--- config.mk ---
export PLATFORM = sky130hd
export DESIGN_NAME = pwm_capture
export DESIGN_NICKNAME = d
export VERILOG_FILES = /design/src/rtl/pwm_capture.sv
export SDC_FILE = /design/constraint.sdc
export NUM_CORES = 1
export LEC_CHECK = 0
export ABC_CLOCK_PERIOD_IN_PS = 2000
export CAP_MARGIN = 20
export CORE_MARGIN = 2
export CORE_UTILIZATION = 30
export DETAILED_ROUTE_END_ITERATION = 8
export RECOVER_POWER = 25
export SKIP_LAST_GASP = 1
export SLEW_MARGIN = 20
export SYNTH_ARGS = -nofsm -noshare
export SYNTH_HDL_FRONTEND = slang
export SYNTH_SLANG_ARGS = --single-unit
--- constraint.sdc ---
create_clock -name clk -period 2 [get_ports clk]
set_input_delay 0.2 -clock clk [delete_from_list [all_inputs] [get_ports clk]]
set_output_delay 0.2 -clock clk [all_outputs]
set_load 0.02 [all_outputs]
--- src/rtl/pwm_capture.sv ---
`default_nettype none
// ============================================================================
//  Module      : pwm_capture
//  Description : Measures a PWM waveform (looped back from the scope pin or
//                from an external source). Reports high time and period in
//                units of enabled `tick` samples and publishes each complete
//                period with a one-cycle `valid` strobe.
//
//  Ports       : clk          - single clock, rising edge
//                reset        - synchronous, active-high, highest priority
//                tick         - sample enable for FSM and counter
//                pwm_in       - asynchronous PWM input under measurement
//                clr_ovf      - synchronous clear of the overflow flag
//                high_count   - high samples in the last complete period
//                period_count - samples from rise up to (excl.) next rise
//                valid        - one-clk strobe, counts updated same cycle
//                overflow     - sticky, a period/phase exceeded 2^CW-1
//
//  Revision    : 1.0 - initial release
// ============================================================================
module pwm_capture #(
    parameter int CW = 10
) (
    input  logic          clk,
    input  logic          reset,
    input  logic          tick,
    input  logic          pwm_in,
    input  logic          clr_ovf,
    output logic [CW-1:0] high_count,
    output logic [CW-1:0] period_count,
    output logic          valid,
    output logic          overflow
);

    localparam logic [CW-1:0] c_cnt_max = '1;
    localparam logic [CW-1:0] c_cnt_one = CW'(1);

    typedef enum logic [1:0] {
        ST_ARM       = 2'd0,
        ST_WAIT_RISE = 2'd1,
        ST_HIGH      = 2'd2,
        ST_LOW       = 2'd3
    } state_t;

    // ------------------------------------------------------------------
    // Registers
    // ------------------------------------------------------------------
    state_t        r_state;
    logic          r_sync_meta;
    logic          r_sync;
    logic          r_lvl;
    logic [CW-1:0] r_cnt;
    logic [CW-1:0] r_hi;
    logic [CW-1:0] r_high_count;
    logic [CW-1:0] r_period_count;
    logic          r_valid;
    logic          r_overflow;

    // ------------------------------------------------------------------
    // Next-state wires
    // ------------------------------------------------------------------
    state_t        w_state;
    logic          w_lvl;
    logic [CW-1:0] w_cnt;
    logic [CW-1:0] w_hi;
    logic [CW-1:0] w_high_count;
    logic [CW-1:0] w_period_count;
    logic          w_valid;
    logic          w_ovf_set;
    logic          w_overflow;
    logic          w_rise;
    logic          w_fall;
    logic          w_at_max;

    // Two-flop synchronizer. It is intentionally left out of reset so that
    // it keeps tracking the line level while reset is held; on release the
    // ARM state then sees the true level and rejects a pulse already in
    // progress instead of mistaking it for a fresh rising edge.
    always_ff @(posedge clk) begin
        r_sync_meta <= pwm_in;
        r_sync      <= r_sync_meta;
    end

    // Edges are only meaningful on sample cycles.
    assign w_rise   = tick & ~r_lvl &  r_sync;
    assign w_fall   = tick &  r_lvl & ~r_sync;
    assign w_at_max = (r_cnt == c_cnt_max);
    assign w_lvl    = tick ? r_sync : r_lvl;

    // ------------------------------------------------------------------
    // Next-state / output logic
    // ------------------------------------------------------------------
    always_comb begin
        w_state        = r_state;
        w_cnt          = r_cnt;
        w_hi           = r_hi;
        w_high_count   = r_high_count;
        w_period_count = r_period_count;
        w_valid        = 1'b0;
        w_ovf_set      = 1'b0;

        if (tick) begin
            case (r_state)
                ST_ARM: begin
                    // Wait for a low sample so a partial first pulse is
                    // never measured.
                    if (!r_sync) begin
                        w_state = ST_WAIT_RISE;
                    end
                end

                ST_WAIT_RISE: begin
                    // First rise only starts the count; no report yet.
                    if (w_rise) begin
                        w_cnt   = c_cnt_one;
                        w_state = ST_HIGH;
                    end
                end

                ST_HIGH: begin
                    // A rise cannot be seen here, so saturation always
                    // means the phase is too long.
                    if (w_at_max) begin
                        w_ovf_set = 1'b1;
                        w_state   = ST_ARM;
                    end else if (w_fall) begin
                        w_hi    = r_cnt;
                        w_cnt   = r_cnt + c_cnt_one;
                        w_state = ST_LOW;
                    end else begin
                        w_cnt = r_cnt + c_cnt_one;
                    end
                end

                ST_LOW: begin
                    // A rise at saturation is still a legal, maximal period,
                    // so the rise check comes before the saturation check.
                    if (w_rise) begin
                        w_period_count = r_cnt;
                        w_high_count   = r_hi;
                        w_valid        = 1'b1;
                        w_cnt          = c_cnt_one;
                        w_state        = ST_HIGH;
                    end else if (w_at_max) begin
                        w_ovf_set = 1'b1;
                        w_state   = ST_ARM;
                    end else begin
                        w_cnt = r_cnt + c_cnt_one;
                    end
                end

                default: begin
                    w_state = ST_ARM;
                end
            endcase
        end

        // A new overflow event wins over a simultaneous clear.
        if (w_ovf_set) begin
            w_overflow = 1'b1;
        end else if (clr_ovf) begin
            w_overflow = 1'b0;
        end else begin
            w_overflow = r_overflow;
        end
    end

    // ------------------------------------------------------------------
    // State register
    // ------------------------------------------------------------------
    always_ff @(posedge clk) begin
        if (reset) begin
            r_state        <= ST_ARM;
            r_lvl          <= 1'b0;
            r_cnt          <= '0;
            r_hi           <= '0;
            r_high_count   <= '0;
            r_period_count <= '0;
            r_valid        <= 1'b0;
            r_overflow     <= 1'b0;
        end else begin
            r_state        <= w_state;
            r_lvl          <= w_lvl;
            r_cnt          <= w_cnt;
            r_hi           <= w_hi;
            r_high_count   <= w_high_count;
            r_period_count <= w_period_count;
            r_valid        <= w_valid;
            r_overflow     <= w_overflow;
        end
    end

    assign high_count   = r_high_count;
    assign period_count = r_period_count;
    assign valid        = r_valid;
    assign overflow     = r_overflow;

endmodule
`default_nettype wire

==> impl_metrics.toml <==
[timing]
hold_viol = 0
rsz0062_at_grt = "no"
fin_tns_setup_ns = 0
finalSetupViolations = 0
final_max_slew_viol_count = 0
period_needed_ns = 1.75
relSlewSlack_pct = 67.9
finalCritPeriodShare_pct = 87.5
finalWorstSetupSlack_ns = 0.250
fmaxAchievable_ghz = 0.571
fin_worst_skew_ns = 0.00807
worst_pin_slew_ns = 0.482

[power_and_ir_drop]
finalPower_mw = 1.58
seqPwrFrac_pct = 60.1
peakVddDrop_v = 0.000303
power.switching_uw = 370
p_int_mw = 1.21
p_clk_share_pct = 36.1
p_sw_share_pct = 23.5
powerDensity_nw_per_um2 = 664
p_comb_share_pct = 3.7
leakagePower_nw = 0.796

[final_layout]
final_area_um2 = 2380
drive_above_1_share_pct = 9.45
diodes = 0
syn_to_final_growth_pct = 21.4
finish.utilization_pct = 37.5
nets = 259
fill_cells = 652

[yosys]
synth_seq_cells = 47
synth_area_um2 = 1960
ys_warn_count = 0
synth-edff-count = 0
async_reset_ff_share_pct = 0
synthFlopType = "dfxtp_1"
avgSynthCellArea_um2 = 8.63
yosysUniqueCellTypes = 38
ys_seq_area_share_pct = 48.0
syn_inst = 227
syn_nets = 233

[clock_tree]
cts_tree = "yes"
cts_sinks = 47
cts_root_buf = "clkbuf_8"
numCtsBuffers = 5
ctsHoldBuffers = 0
cts-resized-gates = 0
insertion_delay_ns = 0.30
cts_setup_buffers = 0
clk_pin_slew_worst_paths_ns = 0.08
cts_buffer_depth = 2
htree_levels = 2

[critical_path]
reg2reg_slack_ns = 0.25
reg2reg_depth = 4
cpLargestDelayFamily = "simple AND/OR/NAND/NOR gates"
critical_path_required_ns = 2.23
crit_type = "register to register"
crit_arrival_ns = 1.98
cp_cell_sequence = "and3b_1, o21ai_4, or4_1, a21oi_1"
cp_slowest_cell = "or4_1"
r2r_end = "r_cnt[4]"
r2r-start = "r_state[0]"
cp_max_fo = 10
cp.buffers_inverters = 0
end_kind = "register"
setup.worst_path.start_class = "register"
max_stage_delay_ns = 0.52

[run]
maxCapViolations = 0

[routing]
drcViolationCount = 0
routed_wl_um = 4100
dr.pass1.iters = 4
drt_iter0_drc = 69
wl_per_cell_um = 12.4
ant_nets = 0
viasPerCell = 5.01
vias = 1657

[placed_design]
placed_area_um2 = 2300
gp_congestion = 0.790
dp_hpwl_um = 2930
place_ws_ns = 0.292
io_buffers = 26

[grt]
grt_pass1_wl_um = 7030
grt_max_degree = 27
antenna_found_initial = 0
track_usage_pct = 12.0
grt_pass1_vias = 1521
gr-total-overflow = 0

[worst_hold_path]
hold_path_class = "register to register"
worst_hold_path.endpoint = "r_sync"
hold_depth = 0
hold_start = "r_sync_meta"

[floorplan]
ioPinCount = 27
start_util_pct = 30.9
die_area_um2 = 7190
rows = 29
die-width_um = 84.8
core_area_um2 = 6350
die_y_um = 84.8

[run_status]
outcome = "complete, no violations"
-- sequential cells by signal, summed over array words and instances (netlist names) --
name          cells
r_sync_meta       1
r_sync            1
r_hi             10
r_state           2
high_count       10
overflow          1
valid             1
period_count     10
r_lvl             1
r_cnt            10
-- metal layers --
layer,track usage [%],routed length (µm)
met2,19.5,1870
met5,0,0
met4,3.46,38
met3,3.21,199
met1,15.7,1990
-- per-stage QoR --
stage | hold slack [ns] | instances
2_1_floorplan | 0.228 | 227
3_3_place_gp | 0.312 | 323
3_5_place_dp | 0.316 | 323
4_1_cts | 0.326 | 331
5_1_grt | 0.352 | 331
6_report | 0.333 | 331
-- power by group through the flow --
stage | sequential, mW | clock [mW] | combinational, mW
6_report | 0.949 | 0.571 | 0.0591
5_1_grt | 0.951 | 0.634 | 0.0649
4_1_cts | 0.949 | 0.592 | 0.0614
3_5_place_dp | 0.971 | 0 | 0.0612
3_3_place_gp | 0.971 | 0 | 0.0600
2_1_floorplan | 0.969 | 0 | 0.0426
-- synth_stat cells (2+ instances only) --
library cell,instances,area share [%]
nor4b_1,2,0.89
nand3_1,5,1.3
a211oi_1,7,2.7
nor2_1,16,3.1
nand4_1,3,0.96
and3_1,3,0.96
a31oi_1,2,0.64
and2_1,2,0.64
or4_1,3,1.1
clkbuf_1,11,2.1
mux2i_1,11,5.6
o31ai_1,4,1.5
nand2_1,44,8.4
dfxtp_1,47,48
inv_1,4,0.77
and4_4,2,1.1
buf_6,3,1.7
a21oi_1,28,7.2
o21ai_0,8,2.0
nor3_1,4,1.0
-- kinds of logic (layout without fill, tap and decap cells) --
kind of cell	count (synthesis)	after routing	share of synthesized area [%]
flops	47	47	48.0
mux	11	11	5.62
fa+ha+maj	1	1	0.638
buf+inv	20	47	5.24
compound gates	55	55	17.4
simple gates	93	93	23.1
-- cell usage in the layout, fill, tap and decap left out, types with 3 or more instances in the layout --
cell type / n
buf_4: 7
or4_1: 3
nand2_1: 44
inv_1: 4
clkbuf_8: 5
dfxtp_1: 47
nand4_1: 3
o21ai_0: 8
o31ai_1: 4
a21oi_1: 28
mux2i_1: 11
clkdlybuf4s50_1: 12
dlygate4sd3_1: 14
and3_1: 3
nor3_1: 4
nor2_1: 16
nand3_1: 5
a211oi_1: 7
-- worst max-delay path by stage --
stage,start,depth (start not counted),to
2_1_floorplan,r_cnt[0],6,r_cnt[2]
3_3_place_gp,r_cnt[0],5,r_cnt[3]
3_5_place_dp,r_cnt[0],5,r_cnt[3]
4_1_cts,r_cnt[0],5,r_cnt[3]
5_1_grt,r_state[0],4,r_cnt[4]
6_report,r_state[0],4,r_cnt[4]
-- final cells by class --
class / instances / area [µm²] / area share, %
Timing Repair Buffer: 35 / 322 / 13.5
Tap cell: 77 / 96.3 / 4.05
Clock inverter: 3 / 20.0 / 0.842
Inverter: 4 / 15.0 / 0.631
Clock buffer: 5 / 68.8 / 2.89
Sequential cell: 47 / 941 / 39.6
Multi-Input combinational cell: 160 / 916 / 38.5
Note: power is estimated with default switching activity, not from simulation.
